<file path="config.mk">
export PLATFORM = sky130hd
export DESIGN_NAME = seg_scan_ctrl
export DESIGN_NICKNAME = d
export VERILOG_FILES = /design/src/rtl/seg_scan_ctrl.sv
export SDC_FILE = /design/constraint.sdc
export NUM_CORES = 1
export LEC_CHECK = 0
export CAP_MARGIN = 25
export CORE_AREA = 5 5 80 156
export CTS_CLUSTER_SIZE = 30
export DETAILED_ROUTE_END_ITERATION = 16
export DIE_AREA = 0 0 85 161
export DONT_BUFFER_PORTS = 1
export PLACE_DENSITY = 0.74
export REMOVE_ABC_BUFFERS = 1
export SETUP_SLACK_MARGIN = 0.3
export SYNTH_ARGS = -nofsm -noshare
export SYNTH_HDL_FRONTEND = slang
export SYNTH_SLANG_ARGS = --single-unit
</file>
<file path="constraint.sdc">
create_clock -name clk -period 4.6 [get_ports clk]
set_clock_uncertainty 0.05 [all_clocks]
set_input_delay 1.15 -clock clk [delete_from_list [all_inputs] [get_ports clk]]
set_output_delay 1.15 -clock clk [all_outputs]
set_load 0.02 [all_outputs]
</file>
<file path="src/rtl/seg_scan_ctrl.sv">
// Scan controller for an 8-digit common-anode seven-segment display.
// Loads are double-buffered and take effect only at a frame boundary, or at once while scanning is off.
module seg_scan_ctrl #(
  parameter int SLOT_CYCLES  = 208333,
  parameter int BLANK_CYCLES = 1000
) (
  input  logic        clk,
  input  logic        rst_n,
  input  logic        en,
  input  logic        wr_valid,
  output logic        wr_ready,
  input  logic [31:0] wr_data,
  input  logic [7:0]  wr_dp,
  input  logic [7:0]  wr_mask,
  output logic [7:0]  an,
  output logic [6:0]  seg,
  output logic        dp_n,
  output logic [2:0]  digit_idx,
  output logic        frame_tick
);

  localparam int CW = $clog2(SLOT_CYCLES);

  typedef enum logic {ST_BLANK, ST_SHOW} state_t;

  function automatic logic [6:0] hex_to_seg(input logic [3:0] nib);
    logic [6:0] s;
    case (nib)
      4'h0: s = 7'h3F;
      4'h1: s = 7'h06;
      4'h2: s = 7'h5B;
      4'h3: s = 7'h4F;
      4'h4: s = 7'h66;
      4'h5: s = 7'h6D;
      4'h6: s = 7'h7D;
      4'h7: s = 7'h07;
      4'h8: s = 7'h7F;
      4'h9: s = 7'h6F;
      4'hA: s = 7'h77;
      4'hB: s = 7'h7C;
      4'hC: s = 7'h39;
      4'hD: s = 7'h5E;
      4'hE: s = 7'h79;
      default: s = 7'h71;
    endcase
    return s;
  endfunction

  logic [CW-1:0] cnt_q, cnt_d;
  logic [2:0]    idx_q, idx_d;
  state_t        state_q, state_d;
  logic          frame_tick_q, frame_tick_d;
  logic [31:0]   pend_data_q, pend_data_d, act_data_q, act_data_d;
  logic [7:0]    pend_dp_q, pend_dp_d, act_dp_q, act_dp_d;
  logic [7:0]    pend_mask_q, pend_mask_d, act_mask_q, act_mask_d;
  logic          pend_full_q, pend_full_d;
  logic [7:0]    an_q, an_d;
  logic [6:0]    seg_q, seg_d;
  logic          dp_n_q, dp_n_d;

  logic last_slot, frame_wrap, accept, commit, show;

  always_comb begin
    last_slot  = (cnt_q == CW'(SLOT_CYCLES - 1));
    frame_wrap = en && last_slot && (idx_q == 3'd7);

    cnt_d   = cnt_q;
    idx_d   = idx_q;
    state_d = state_q;
    if (!en) begin
      cnt_d   = '0;
      idx_d   = '0;
      state_d = ST_BLANK;
    end else if (last_slot) begin
      cnt_d   = '0;
      idx_d   = idx_q + 3'd1;
      state_d = ST_BLANK;
    end else begin
      cnt_d = cnt_q + CW'(1);
      if (cnt_q == CW'(BLANK_CYCLES)) state_d = ST_SHOW;
    end
    // Registered so the pulse coincides with the cycle whose end performs the 7->0 wrap.
    frame_tick_d = en && (cnt_d == CW'(SLOT_CYCLES - 1)) && (idx_d == 3'd7);

    accept = wr_valid && !pend_full_q;
    commit = pend_full_q && (en ? frame_wrap : 1'b1);

    pend_data_d = pend_data_q;
    pend_dp_d   = pend_dp_q;
    pend_mask_d = pend_mask_q;
    pend_full_d = pend_full_q;
    if (accept) begin
      pend_data_d = wr_data;
      pend_dp_d   = wr_dp;
      pend_mask_d = wr_mask;
      pend_full_d = 1'b1;
    end else if (commit) begin
      pend_full_d = 1'b0;
    end

    act_data_d = commit ? pend_data_q : act_data_q;
    act_dp_d   = commit ? pend_dp_q   : act_dp_q;
    act_mask_d = commit ? pend_mask_q : act_mask_q;

    // Gating on en here makes the pins go dark on the very next cycle after en drops.
    show   = en && (state_q == ST_SHOW) && act_mask_q[idx_q];
    an_d   = show ? ~(8'h01 << idx_q) : 8'hFF;
    seg_d  = show ? ~hex_to_seg(act_data_q[{idx_q, 2'b00} +: 4]) : 7'h7F;
    dp_n_d = show ? ~act_dp_q[idx_q] : 1'b1;
  end

  always_ff @(posedge clk or negedge rst_n) begin
    if (!rst_n) begin
      cnt_q        <= '0;
      idx_q        <= '0;
      state_q      <= ST_BLANK;
      frame_tick_q <= 1'b0;
      pend_data_q  <= '0;
      pend_dp_q    <= '0;
      pend_mask_q  <= '0;
      pend_full_q  <= 1'b0;
      act_data_q   <= '0;
      act_dp_q     <= '0;
      act_mask_q   <= '0;
      an_q         <= 8'hFF;
      seg_q        <= 7'h7F;
      dp_n_q       <= 1'b1;
    end else begin
      cnt_q        <= cnt_d;
      idx_q        <= idx_d;
      state_q      <= state_d;
      frame_tick_q <= frame_tick_d;
      pend_data_q  <= pend_data_d;
      pend_dp_q    <= pend_dp_d;
      pend_mask_q  <= pend_mask_d;
      pend_full_q  <= pend_full_d;
      act_data_q   <= act_data_d;
      act_dp_q     <= act_dp_d;
      act_mask_q   <= act_mask_d;
      an_q         <= an_d;
      seg_q        <= seg_d;
      dp_n_q       <= dp_n_d;
    end
  end

  assign wr_ready   = !pend_full_q;
  assign an         = an_q;
  assign seg        = seg_q;
  assign dp_n       = dp_n_q;
  assign digit_idx  = idx_q;
  assign frame_tick = frame_tick_q;

endmodule
</file>
==> impl_metrics.tcl, run 1 <==
set metrics [dict create \
    layout.nets 525 \
    fmax_mhz 355 \
    worstSetupPathType "reg2reg" \
    worstReg2RegEnd "seg[0]" \
    crit_path_start "digit_idx[1]" \
    count_of_flip_flops_with_a_built_in_enable_after_synthesis 0 \
    firstDrtPassIters 4 \
    grt.overflow.total 0 \
    syn_area_per_cell_sq_um 13.4 \
    post_synth_instance_area_sq_um 6180 \
    synth.yosys.seq_area_share 0.554 \
    post_synth_xor_area_fraction 0.0255 \
    ant_nets 0 \
    synth_top_family_by_area "multiplexers" \
    critical-path-top-delay-family "multiplexers" \
    fp.dieH_microns 161 \
    clk_pin_slew_worst_paths_ns 0.06 \
    maximum_fanout_count_along_the_critical_path 14 \
    p_sw_frac 0.233 \
    report.power.total_w 0.00370 \
    timing.hold.worst.class "in2async" \
    power_density_cells_nw_per_um2 534 \
    routed_wl_microns 11200 \
    finalSetupViolCount 0 \
    num_rows 55 \
    reg2reg_from "digit_idx[1]" \
    place_congestion 0.898 \
    post_cts.repair.setup_buffers 0 \
    grt_usage 0.176 \
    synth_fa_ha_area_frac 0.0283 \
    slew_viol_final 0 \
    power_leakage_nw 2.86 \
    clock_power_share 0.402 \
    critPathBufInv 0 \
    crit_path_cell_trace "mux4_2 -> mux2i_1 -> nand2_1 -> a21oi_1 -> o21ai_0" \
    numCtsBuffers 17 \
    dp_hpwl_microns 7490 \
    routedWlPerCell_microns 18.2 \
    num_antenna_cells 0 \
    cts_hold_repair.buffers 0 \
    finalHoldWorstSlack_ns 0.387 \
    ys_top_cells_by_area "dfrtp_1 (49%), mux2_2 (16%), dfstp_2 (6.8%)" \
    htree_num_levels 4 \
    layout-drive-gt1-share 0.335 \
    ys_seq_elements 136 \
    post-synth-top-area-fraction 0.486 \
    global_route_wire_length_before_repair_microns 19100 \
    crit_slowest_cell "dfrtp_1" \
    clock_sink_count 136 \
    share_of_flip_flops_with_an_asynchronous_set_or_reset_after_synthesis 1.00 \
    initial_core_util 0.555 \
    rsz0062_at_grt "no" \
    dpl.cell_count 582 \
    worstSkewPairLatency_ns 0.41 \
    fin_setup_tns_ns 0 \
    flow.area_growth_from_synthesis_pct 11.9 \
    area_fraction_in_compound_gates_after_synthesis 0.0245 \
    power_switching_w 0.000862 \
    ctsResizeCount 0 \
    largest_net_degree_at_the_start_of_global_routing 137 \
    outcome "completed" \
    worstPathRequired_ns 4.84 \
    startpoint_kind_of_the_worst_setup_timing_path "flip-flop" \
    tritoncts "done" \
    synth_ff_type "dfrtp_1" \
    yosysWarningCount 0 \
    core-area_sq_um 11100 \
    design.die.area_sq_um 13700 \
    drc 0 \
    r2r.worst_path.cells 5 \
    power.share.combinational 0.153 \
    finalHoldViolations 0 \
    final.fill_count 828 \
    ctsRootBufferMaster "clkbuf_16" \
    critical_path.endpoint_type "flip-flop" \
    routed_via_density 5.69 \
    r2r_setup_slack_ns 1.78 \
    numPortBuffers 0 \
    number_of_drc_violations_after_detailed_routing_iteration_0 216 \
    pwr-share-seq 0.445 \
    p_int_w 0.00283 \
    synthesized_area_fraction_occupied_by_and_or_nand_nor_cells 0.0957 \
    synthesis.instances 463 \
    die_w_microns 85 \
    pin_count 73 \
    antenna_found_initial 1 \
    worstPathArrival_ns 3.06 \
    yosys-mux-area-fraction 0.239 \
    finalNonFillerCells 614 \
    final_core_util 0.621 \
    max-vdd-ir-drop_v 0.000357 \
    grt_pass1_vias 3747 \
    worst_pin_slew_ns 1.03 \
    slowest_delay_ns 0.80 \
    clockBufferDepth 2 \
    synth_area_leader_cell "dfrtp_1" \
    period_minus_slack_ns 2.82 \
    timing.max_slew.rel_slack 0.297 \
    final_min_period_over_clock_period 0.612 \
    maxCapViolations 0 \
    ys_types 47 \
    vias 3495 \
]
-- sequential cells by signal, indices dropped and copies added (netlist names), 7 cells and up --
name,cells
pend_mask_q,8
act_mask_q,8
an,8
act_data_q,32
seg,7
pend_dp_q,8
cnt_q,18
pend_data_q,32
act_dp_q,8
-- power by group through the flow --
stage / logic [W] / registers [W] / clock network (W)
finish: 0.000566 / 0.00165 / 0.00148
global route: 0.000633 / 0.00169 / 0.00157
CTS: 0.000574 / 0.00165 / 0.00151
detailed placement: 0.000571 / 0.00167 / 0
global placement: 0.000543 / 0.00165 / 0
floorplan: 0.000497 / 0.00160 / 0
-- cells in the mapped netlist (6+ instances only) --
master	number
buf_2	6
clkbuf_1	11
dfrtp_1	120
dfstp_2	16
ha_1	14
inv_1	12
mux2_1	9
mux2_2	88
mux2i_1	10
mux4_2	12
nand2_1	29
nand3_1	9
nand4_1	11
nor2_1	25
o211ai_1	6
xnor2_1	9
xor2_1	9
-- how the worst max path moves through the flow --
| stage | to | slack [ns] | depth (start not counted) |
|---|---|---|---|
| 4_1_cts | act_data_q[4] | 1.77 | 7 |
| 3_5_place_dp | act_data_q[4] | 1.79 | 8 |
| 2_1_floorplan | pend_data_q[0] | 0.71 | 2 |
| 5_1_grt | seg[0] | 1.59 | 5 |
| 3_3_place_gp | act_data_q[6] | 1.53 | 6 |
| 6_report | seg[0] | 1.78 | 5 |
-- metrics by stage --
stage | setup WS, ns | cell area (sq um)
floorplan | 0.708 | 6020
global placement | 1.53 | 6250
detailed placement | 1.79 | 6270
CTS | 1.77 | 6920
global route | 1.59 | 6920
finish | 1.78 | 6920
-- cells by family (layout without fill, tap and decap cells) --
logic type	count (synthesis)	count (layout)
simple gates	112	112
compound gates	22	22
mux	120	120
xor+xnor	18	18
flops	136	136
fa+ha+maj	14	14
buf+inv	41	50
-- per-layer routing --
| layer | share of wire | vias up | track usage | wire length [microns] |
|---|---|---|---|---|
| met5 | 0.00063 | - | 0 | 7 |
| met4 | 0.016 | 2 | 0.0641 | 175 |
| met3 | 0.062 | 13 | 0.0562 | 693 |
| met2 | 0.49 | 97 | 0.274 | 5430 |
| li1 | - | 1642 | - | - |
| met1 | 0.44 | 1741 | 0.231 | 4890 |
-- cells in the final DEF, fill, tap and decap left out, types with 2 or more instances in the layout --
cell	instances
mux2i_1	10
xnor2_1	9
dfrtp_1	120
o221ai_1	3
clkbuf_8	2
clkbuf_16	17
and4_1	5
and3_1	4
clkbuf_1	2
nor2_1	25
dfstp_2	16
mux2_2	88
nand4b_1	3
o211ai_1	6
xor2_1	9
clkinv_4	4
inv_1	12
nand2_1	29
ha_1	14
nand3_1	9
mux2_1	9
and2_1	2
nor4_1	4
bufinv_16	5
buf_4	5
mux4_2	12
nand4_1	11
or3_1	4
nand2b_1	5
clkinv_2	2
a21oi_1	4
o21ai_0	3
-- layout make-up --
type	instances	area, sq um	area share
multi-input combinational	286	2560	0.370
timing repair buffer	6	57.6	0.00832
clock buffer	21	460	0.0665
clock inverter	11	195	0.0282
tap	142	178	0.0257
sequential	136	3420	0.495
inverter	12	45.0	0.00651
No activity file was read; power rests on OpenSTA's default activity.
==> run 2: changes to the inputs <==
PLACE_DENSITY = 0.77   (was 0.74)
clock period = 2.5 ns   (was 4.6 ns; I/O delays follow)
==> impl_metrics.tcl, run 2 (synthesis gave the netlist of run 1 again) <==
set metrics [dict create \
    timing.hold.worst.class "in2async" \
    numCtsBuffers 17 \
    routed_wl_microns 15800 \
    power_density_cells_nw_per_um2 952 \
    critical_path.endpoint_type "flip-flop" \
    worstPathArrival_ns 2.74 \
    worst_pin_slew_ns 0.545 \
    layout.cells.most_common "dfrtp_1" \
    largest_net_degree_at_the_start_of_global_routing 137 \
    worstPathRequired_ns 2.75 \
    power_leakage_nw 3.36 \
    antenna_found_initial 0 \
    num_rows 55 \
    design.die.area_sq_um 13700 \
    fmax_mhz 401 \
    pin_count 73 \
    vias 4074 \
    critPathBufInv 4 \
    finalNonFillerCells 670 \
    clock_sink_count 136 \
    clockBufferDepth 2 \
    timing.max_slew.rel_slack 0.634 \
    tritoncts "done" \
    worst_setup_timing_slack_at_the_placement_stage_ns -0.00731 \
    worst_path_setup_slack_after_routing_ns 0.00669 \
    ctsRootBufferMaster "clkbuf_16" \
    final.fill_count 682 \
    core-area_sq_um 11100 \
    period_minus_slack_ns 2.49 \
    layout-drive-gt1-share 0.467 \
    slowest_delay_ns 0.52 \
    place_congestion 0.847 \
    ant_nets 0 \
    global_route_wire_length_before_repair_microns 22400 \
    maximum_fanout_count_along_the_critical_path 8 \
    final_min_period_over_clock_period 0.997 \
    fp.dieH_microns 161 \
    grt_pass1_vias 4217 \
    outcome "finished with violations" \
    clk_pin_slew_worst_paths_ns 0.06 \
    dpl.cell_count 600 \
    numPortBuffers 0 \
    final_core_util 0.704 \
    crit_slowest_cell "or4_4" \
    max-vdd-ir-drop_v 0.000730 \
    most-common-layout-cells "dfrtp_1 (120), mux2_2 (57), mux2_4 (41)" \
    maxCapViolations 0 \
    die_w_microns 85 \
    finalHoldWorstSlack_ns -0.152 \
    firstDrtPassIters 5 \
    fin_setup_tns_ns 0 \
    finalHoldViolations 120 \
    dp_hpwl_microns 8220 \
    worstSetupPathType "reg2reg" \
    reg.largest.list "act_data_q x32, pend_data_q x32, cnt_q x18" \
    critical-path-top-delay-family "simple AND/OR/NAND/NOR gates" \
    slew_viol_final 0 \
    grt.overflow.total 0 \
    routedWlPerCell_microns 23.6 \
    rsz0062_at_grt "yes" \
    violations_in_the_final_reports "negative hold slack" \
    number_of_drc_violations_after_detailed_routing_iteration_0 303 \
    grt_usage 0.210 \
    layout.nets 581 \
    routed_via_density 6.08 \
    initial_core_util 0.555 \
    flow.area_growth_from_synthesis_pct 27.0 \
    startpoint_kind_of_the_worst_setup_timing_path "flip-flop" \
    finalSetupViolCount 0 \
    drc 0 \
    htree_num_levels 4 \
    worstSkewPairLatency_ns 0.42 \
    crit_path_cell_trace "inv_2 -> ha_4 -> nand4b_1 -> or4_4 -> o31ai_4 -> and2_4 -> buf_6 -> buf_12 -> buf_16 -> mux2_4" \
]
run 2: cell types whose count changed in the layout (fill, tap and decap cells not counted), moves of 4 or more:
cell,before,now
buf_6,0,8
buf_12,1,7
mux2_2,88,57
mux2_1,9,0
nand2_2,0,4
mux2_4,1,41
buf_16,0,4
buf_4,5,40
ha_4,0,4
inv_6,0,5
ha_1,14,10
nand2_1,29,23
run 2: power breakdown:
group / total [W] / switching [W] / internal, W / leakage, nW
sequential: 0.00312 / 0.000370 / 0.00275 / 1.62
clock: 0.00268 / 0.000973 / 0.00171 / 0.301
combinational: 0.00168 / 0.000644 / 0.00103 / 1.44
run 2: final timing paths:
path                       slack, ns  depth (start not counted)         endpoint    startpoint
max in group asynchronous       2.28                          0            an[5]         rst_n
hold / removal                 -0.15                          0  pend_data_q[30]         rst_n
setup reg to reg               0.007                         10    act_mask_q[0]      cnt_q[0]
min in group clk                0.29                          2      pend_full_q      wr_valid
setup / recovery               0.007                         10    act_mask_q[0]      cnt_q[0]
hold reg to reg                 0.45                          1      act_dp_q[0]  pend_dp_q[0]
run 2: layout make-up:
cell class / instances / area, sq um / area share
Sequential cell: 136 / 3420 / 0.436
Multi-Input combinational cell: 286 / 2870 / 0.365
Timing Repair Buffer: 62 / 703 / 0.0896
Clock buffer: 19 / 443 / 0.0564
Clock inverter: 12 / 188 / 0.0239
Tap cell: 142 / 178 / 0.0226
Inverter: 12 / 45.0 / 0.00574
Antenna cell: 1 / 2.50 / 0.000319
run 2: repair_timing:
action,in CTS,in global routing
endpoints found under the hold margin,120,126
endpoints found under the setup margin,53,75
cloned,5,2
resized for setup,43,49
buffers inserted,19,12
pin swaps,6,13
run 2: layer usage:
layer / global-route usage / routed length, microns / vias up / part of all wire
li1: - / - / 1748 / -
met1: 0.265 / 6000 / 2050 / 0.38
met2: 0.342 / 8140 / 223 / 0.51
met3: 0.0628 / 1130 / 53 / 0.071
met4: 0.0756 / 548 / 0 / 0.035
met5: 0 / 0 / - / 0
run 2: stage by stage:
step	cell area, sq um	total power, W
after floorplan	6020	0.00386
after global placement	6430	0.00407
after detailed placement	6430	0.00417
after CTS	7510	0.00711
after global routing	7850	0.00775
final	7850	0.00748
run 2: worst reg2reg max path: stages, from the launching register on:
cell      delay (ns)
dfrtp_1         0.39
inv_2           0.09
ha_4            0.13
nand4b_1        0.11
or4_4           0.52
o31ai_4         0.18
and2_4          0.21
buf_6           0.13
buf_12          0.10
buf_16          0.14
mux2_4          0.32
